**src/rtl/mc_controller.sv**
```systemverilog
// Multicycle RV32I control unit: Moore sequencer plus ALU/immediate decode.
// Optional macro MC_CONTROLLER_BNE_EN adds bne by inverting the branch sense on funct3[0].
module mc_controller (
   input  logic       clk,
   input  logic       reset,
   input  logic [6:0] op,
   input  logic [2:0] funct3,
   input  logic       funct7b5,
   input  logic       zero,
   input  logic       mem_ready,
   output logic       pc_write,
   output logic       adr_src,
   output logic       mem_write,
   output logic       ir_write,
   output logic [1:0] result_src,
   output logic [1:0] alu_src_a,
   output logic [1:0] alu_src_b,
   output logic [1:0] imm_src,
   output logic [2:0] alu_control,
   output logic       reg_write,
   output logic       illegal_op,
   output logic [3:0] state_o
);

   typedef enum logic [3:0] {
      S_FETCH    = 4'd0,
      S_DECODE   = 4'd1,
      S_MEMADR   = 4'd2,
      S_MEMREAD  = 4'd3,
      S_MEMWB    = 4'd4,
      S_MEMWRITE = 4'd5,
      S_EXECR    = 4'd6,
      S_EXECI    = 4'd7,
      S_ALUWB    = 4'd8,
      S_BEQ      = 4'd9,
      S_JAL      = 4'd10
   } state_t;

   localparam logic [6:0] OP_LW   = 7'b0000011;
   localparam logic [6:0] OP_SW   = 7'b0100011;
   localparam logic [6:0] OP_R    = 7'b0110011;
   localparam logic [6:0] OP_I    = 7'b0010011;
   localparam logic [6:0] OP_BEQ  = 7'b1100011;
   localparam logic [6:0] OP_JAL  = 7'b1101111;

   state_t     r_state;
   state_t     w_next;
   state_t     w_cur;
   logic       r_illegal;
   logic       w_illegal_nxt;
   logic       w_pc_update;
   logic       w_branch;
   logic       w_taken;
   logic       w_ir_write;
   logic       w_mem_write;
   logic       w_reg_write;
   logic [1:0] w_alu_op;

   always_ff @(posedge clk) begin
      if (!reset) begin
         r_state   <= S_FETCH;
         r_illegal <= 1'b0;
      end else begin
         r_state   <= w_next;
         r_illegal <= w_illegal_nxt;
      end
   end

   always_comb begin
      w_next        = S_FETCH;
      w_illegal_nxt = 1'b0;
      case (r_state)
         S_FETCH:    w_next = mem_ready ? S_DECODE : S_FETCH;
         S_DECODE: begin
            case (op)
               OP_LW, OP_SW: w_next = S_MEMADR;
               OP_R:         w_next = S_EXECR;
               OP_I:         w_next = S_EXECI;
               OP_BEQ:       w_next = S_BEQ;
               OP_JAL:       w_next = S_JAL;
               default: begin
                  w_next        = S_FETCH;
                  w_illegal_nxt = 1'b1;
               end
            endcase
         end
         S_MEMADR:   w_next = (op == OP_LW) ? S_MEMREAD : S_MEMWRITE;
         S_MEMREAD:  w_next = mem_ready ? S_MEMWB : S_MEMREAD;
         S_MEMWRITE: w_next = mem_ready ? S_FETCH : S_MEMWRITE;
         S_EXECR, S_EXECI, S_JAL: w_next = S_ALUWB;
         default:    w_next = S_FETCH;
      endcase
   end

   // Outputs are decoded from FETCH while reset is held so the datapath sees a clean fetch setup.
   assign w_cur = reset ? r_state : S_FETCH;

   always_comb begin
      w_pc_update = 1'b0;
      w_branch    = 1'b0;
      w_ir_write  = 1'b0;
      w_mem_write = 1'b0;
      w_reg_write = 1'b0;
      adr_src     = 1'b0;
      result_src  = 2'b00;
      alu_src_a   = 2'b00;
      alu_src_b   = 2'b00;
      w_alu_op    = 2'b00;
      case (w_cur)
         S_FETCH: begin
            alu_src_b   = 2'b10;
            result_src  = 2'b10;
            w_ir_write  = mem_ready;
            w_pc_update = mem_ready;
         end
         S_DECODE: begin
            alu_src_a = 2'b01;
            alu_src_b = 2'b01;
         end
         S_MEMADR: begin
            alu_src_a = 2'b10;
            alu_src_b = 2'b01;
         end
         S_MEMREAD:  adr_src = 1'b1;
         S_MEMWRITE: begin
            adr_src     = 1'b1;
            w_mem_write = 1'b1;
         end
         S_MEMWB: begin
            result_src  = 2'b01;
            w_reg_write = 1'b1;
         end
         S_EXECR: begin
            alu_src_a = 2'b10;
            w_alu_op  = 2'b10;
         end
         S_EXECI: begin
            alu_src_a = 2'b10;
            alu_src_b = 2'b01;
            w_alu_op  = 2'b10;
         end
         S_ALUWB:    w_reg_write = 1'b1;
         S_BEQ: begin
            alu_src_a = 2'b10;
            w_alu_op  = 2'b01;
            w_branch  = 1'b1;
         end
         S_JAL: begin
            alu_src_a   = 2'b01;
            alu_src_b   = 2'b10;
            w_pc_update = 1'b1;
         end
         default: ;
      endcase
   end

`ifdef MC_CONTROLLER_BNE_EN
   assign w_taken = funct3[0] ? ~zero : zero;
`else
   assign w_taken = zero;
`endif

   assign pc_write  = reset & (w_pc_update | (w_branch & w_taken));
   assign ir_write  = reset & w_ir_write;
   assign mem_write = reset & w_mem_write;
   assign reg_write = reset & w_reg_write;

   always_comb begin
      case (op)
         OP_SW:   imm_src = 2'b01;
         OP_BEQ:  imm_src = 2'b10;
         OP_JAL:  imm_src = 2'b11;
         default: imm_src = 2'b00;
      endcase
   end

   always_comb begin
      alu_control = 3'b000;
      case (w_alu_op)
         2'b01: alu_control = 3'b001;
         2'b10: begin
            case (funct3)
               3'b000:  alu_control = (op[5] & funct7b5) ? 3'b001 : 3'b000;
               3'b010:  alu_control = 3'b101;
               3'b110:  alu_control = 3'b011;
               3'b111:  alu_control = 3'b010;
               default: alu_control = 3'b000;
            endcase
         end
         default: alu_control = 3'b000;
      endcase
   end

   assign illegal_op = r_illegal;
   assign state_o    = r_state;

endmodule

```
**config.mk**
```make
export PLATFORM = sky130hd
export DESIGN_NAME = mc_controller
export DESIGN_NICKNAME = d
export VERILOG_FILES = /design/src/rtl/mc_controller.sv
export SDC_FILE = /design/constraint.sdc
export NUM_CORES = 1
export LEC_CHECK = 0
export ABC_AREA = 1
export CAP_MARGIN = 20
export CELL_PAD_IN_SITES_DETAIL_PLACEMENT = 0
export CELL_PAD_IN_SITES_GLOBAL_PLACEMENT = 2
export CORE_MARGIN = 2
export CORE_UTILIZATION = 17
export CTS_BUF_LIST = sky130_fd_sc_hd__clkbuf_4 sky130_fd_sc_hd__clkbuf_8
export DETAILED_ROUTE_END_ITERATION = 12
export PLACE_DENSITY = 0.83
export SLEW_MARGIN = 20
export SYNTH_ARGS = -nofsm -noshare
export SYNTH_HDL_FRONTEND = slang
export SYNTH_SLANG_ARGS = --single-unit
```
**constraint.sdc**
```tcl
create_clock -name clk -period 1.7 [get_ports clk]
set_input_delay 0.425 -clock clk [delete_from_list [all_inputs] [get_ports clk]]
set_output_delay 0.425 -clock clk [all_outputs]
set_load 0.02 [all_outputs]
```
# Word-level counts from Yosys, hierarchy flattened
# Cells that the tools add are included.
[totals]
ff_bits = 5
word_cells = 73
inputBits = 15
out_inout_bits = 21
[classes]
n_reduce_logical = 14
bitwise = 7
n_mux = 22
eq_ne = 28
[ops]
columns = ["op", "n"]
rows = [
  ["$eq A4 B3 Y1 const B", 7],
  ["$pmux W4 S6", 1],
  ["$pmux W4 S5", 1],
  ["$eq A4 B2 Y1 const B", 4],
  ["$eq A4 B4 Y1 const B", 4],
  ["$pmux W2 S2", 4],
  ["$eq A7 B6 Y1 const B", 2],
  ["$eq A7 B7 Y1 const B", 2],
  ["$pmux W3 S4", 1],
  ["$reduce_or A2 Y1", 6],
  ["$mux W3", 3],
  ["$eq A4 B1 Y1 const B", 2],
  ["$logic_not A4 Y1", 2],
  ["$mux W1", 8],
  ["$eq A7 B2 Y1 const B", 1],
  ["$eq A7 B5 Y1 const B", 1],
  ["$and A1 B1 Y1", 6],
  ["$eq A3 B3 Y1 const B", 2],
  ["$pmux W2 S3", 1],
  ["$pmux W3 S2", 1],
  ["$reduce_or A3 Y1", 2],
  ["$reduce_or A6 Y1", 1],
  ["$mux W4", 1],
  ["$reduce_or A4 Y1", 1],
  ["7 further kinds", 7],
]

# Logic depth before layout (Yosys ltp)
[logic_depth]
word_depth = 6
ltp_mapped = 10
mapped_depth_nobuf = 10

# Worst setup path before layout
# Ideal clock, no wire load.
[synth_timing]
kind = "flip-flop to output port"
from = "reg r_state[2], in the netlist state_o[2]"
to = "out alu_control[2]"
path_buffers = 0
arrival_ps = 1855
path_stages_with_launch = 6
slack_ps = -580
t_required_ps = 1275
cell_sequence = "dfxtp_1 nand3_1 nor2_1 inv_1 ha_1 nor4_1"
[synth_between]
elab_chain_len = 6
word_cells_on_any_way = 9
cone_classes = "5 x eq/ne; 3 x mux; 1 x reduce/logical"
[synth_lines]
columns = ["item", "line", "text"]
rows = [
  ["from (decl)", "46", "state_t r_state;"],
  ["from (signal assigned)", "64", "r_state <= w_next;"],
  ["$mux W4 *", "96", "assign w_cur = reset ? r_state : S_FETCH;"],
  ["$eq A4 B3 Y1", "109", "case (w_cur)"],
  ["$reduce_or A2 Y1 (no line)", "n/a", ""],
  ["$pmux W2 S2 *", "109", ""],
  ["$eq A2 B2 Y1 or $eq A2 B1 Y1 (tied branches)", "179", "case (w_alu_op)"],
  ["$pmux W3 S2 *", "179", ""],
  ["to (decl)", "19", "output logic [2:0] alu_control,"],
]
# Mark *: on every way between the ends. The rest lies on a longest branch, timed or not.

# Worst setup path after layout
[layout_timing]
from = "reg r_state[3], in the netlist state_o[3]"
to = "out alu_control[0]"
# Same word-level chain as after synthesis.

==> run metrics <==
Seq/Total Area, Yosys 16.3%; htree depth 1; Crit Path Max Fanout 3; clock skew between 0.007 and 0.008 ns; largest net degree at the start of global routing 7; hpwl dp about 1900 um; clock tree buffer depth 2; CP cell instances inv_6 -> nor2_4 -> nand2_4 -> nor2_4 -> inv_2 -> ha_4 -> nand2_4 -> nor2_4 -> nor2_2 -> a21oi_2 -> buf_6; GR Overflow Total 0; CP startpoint kind flip-flop; share of post-route cells with drive strength above 1 about 64%; CORE AREA around 0.0034 mm2; final setup vio count 13; Pre-Repair DR Iteration Count 4; Yosys warnings 0; worst hold margin 0.586 ns; register area between 100 and 150 um2; Die ar. a little over 0.004 mm2; CP dominant cell by count nor2_4; crit path capture type output pin; TritonCTS clock tree done; cell leakage power about 0.76 nW; worst hold path type input port to flip-flop; I/O Pins 36; Netlist cell types 24; area added between synthesis and finish 158%; slowest CP cell dfxtp_4; maxcap violations 0; Hold Violations, Final 0; initial antenna violation count 0; critical path type flip-flop to output pin; Routed WL 2650 um; multi-input logic area 611 um2; Period Utilization, post-route 126%; Worst-path clk slew 0.04 ns; PD cells approximately 280 mW/mm2; fin nets 208; wire length per cell 11.2 um; setup ws final -0.437 ns; WP data required roughly 1.3 ns; total inserted antenna cells 0; Via density 4.16; synthesized area ~610 um2; all-layer global routing usage around 13%; die height 64.1 um; slew margin rel. roughly 84%; Synthesized Nets 124; vias in the first global route ~970; Final Instance Count excl. Fillers approximately 240; GPL Wtd Cong around 0.83; Synth Register Bits 5; clk sink count 5; clk root buf clkbuf_4; row count 21; via count 981; worst skew pair latency between 0.2 and 0.3 ns; die width ~64 um; failing checks setup timing; Period minus WS final between 2 and 2.5 ns; pre-CTS WS -1.17 ns; peak supply drop ~0.00018 V; outcome finished with violations; Worst Path Arrival 1.71 ns; initial drt markers 10; placed instance count 218; first-pass GRT wire length 3980 um; worst-margin pin slew around 0.24 ns; port buffer count 35; maximum clock rate 468 MHz; RSZ-0062 raised after global routing yes; Critical Path Max Stage Delay about 0.36 ns; PnR Total Power about 0.00044 W; Num CTS Buffers 3; fill count between 300 and 400; fin. max-slew vios 0; DRC 0; Post-Synthesis Cells between 100 and 150; Initial Util a little under a fifth; DRT antenna net count 0; Total Negative Setup Slacks -2.37 ns; Synth Area per Inst 5.73 um2
[critical path, delay by kind of cell, from the launching register on]
family	cells	cell delay, ns
flip-flops	1	0.36
AO/OA/AOI/OAI	1	0.09
adder cells (fa/ha/maj)	1	0.17
AND/OR/NAND/NOR	6	0.59
buffers and inverters	3	0.25
[sequential cells by signal, summed over array words and instances, names as in the netlist]
register	flops
state_o	4
illegal_op	1
[logic make-up after synthesis]
group	count (synthesis)	synth area share, %
DFF	5	16.3
adders and majority gates	2	4.08
AOI/OAI and AO/OA	16	15.3
and+or+nand+nor	62	50.8
buffers and inverters	22	13.5
[routing by layer]
metal  global-route usage, %  up-vias  routed length [um]
met5                       0        -                   0
met4                    7.61        0                  39
met3                    1.76        3                  95
met2                    23.7       26                1500
met1                    12.9      450                1020
li1                        -      502                   -
[cell usage in the layout, fill, tap and decap left out, types with 7 or more instances in the layout]
cell	n
buf_4	45
inv_1	13
buf_6	12
nand2_1	11
nor2_4	10
dlygate4sd2_1	10
nor2_1	9
nand2_2	8
nor2_2	7
clkdlybuf4s50_1	7
[final cells by class]
| cell class | instances | share of cell area (%) |
|---|---|---|
| Clock buffer | 4 | 1.90 |
| Tap cell | 46 | 3.65 |
| Inverter | 22 | 5.86 |
| Timing Repair Buffer | 79 | 42.9 |
| Multi-Input combinational cell | 80 | 38.7 |
| Sequential cell | 5 | 6.97 |
[cell usage after synthesis, drive strengths merged]
cell | number | area share (%)
a21oi | 7 | 5.7
a31oi | 2 | 2.0
o211ai | 1 | 1.2
inv | 21 | 13
dfxtp | 5 | 16
nor3 | 2 | 2.4
nand4 | 2 | 2.0
nor2 | 26 | 22
o21ai | 4 | 3.9
ha | 2 | 4.1
o21a | 1 | 1.2
a21o | 1 | 1.2
nand2 | 24 | 16
clkinv | 1 | 0.61
nand3 | 7 | 6.5
nor4 | 1 | 1.0
[final timing paths]
kind / cells past startpoint / to / slack [ns] / startpoint
setup / recovery: 11 / alu_control[0] / -0.44 / state_o[3]
hold / removal: 4 / state_o[2] / 0.59 / reset
setup reg to reg: 8 / illegal_op / 0.31 / state_o[1]
hold reg to reg: 3 / state_o[3] / 0.70 / state_o[1]
[metrics by stage]
stage,instance area (um2),util [%]
5_1_grt,1580,46.6
6_report,1580,46.6
4_1_cts,1470,43.2
3_3_place_gp,1360,40.1
3_5_place_dp,1360,40.1
2_1_floorplan,712,-
[timing repair]
| item | in CTS | in global routing |
|---|---|---|
| buffers inserted | 9 | 7 |
| endpoints found under the setup margin | 20 | 16 |
| endpoints found under the hold margin | 0 | 0 |
| pin swaps | 13 | 11 |
| hold buffers | 0 | 0 |
| gates resized for setup | 123 | 20 |
| cloned | 0 | 0 |
[power breakdown]
group | internal, W | total, W | leakage (nW) | switching (W)
Combinational | 0.0000817 | 0.000162 | 0.703 | 0.0000800
Sequential | 0.000118 | 0.000122 | 0.0431 | 0.00000391
Clock | 0.000105 | 0.000161 | 0.0184 | 0.0000556
Total | 0.000304 | 0.000444 | 0.765 | 0.000139
Note: power is estimated with default switching activity, not from simulation.
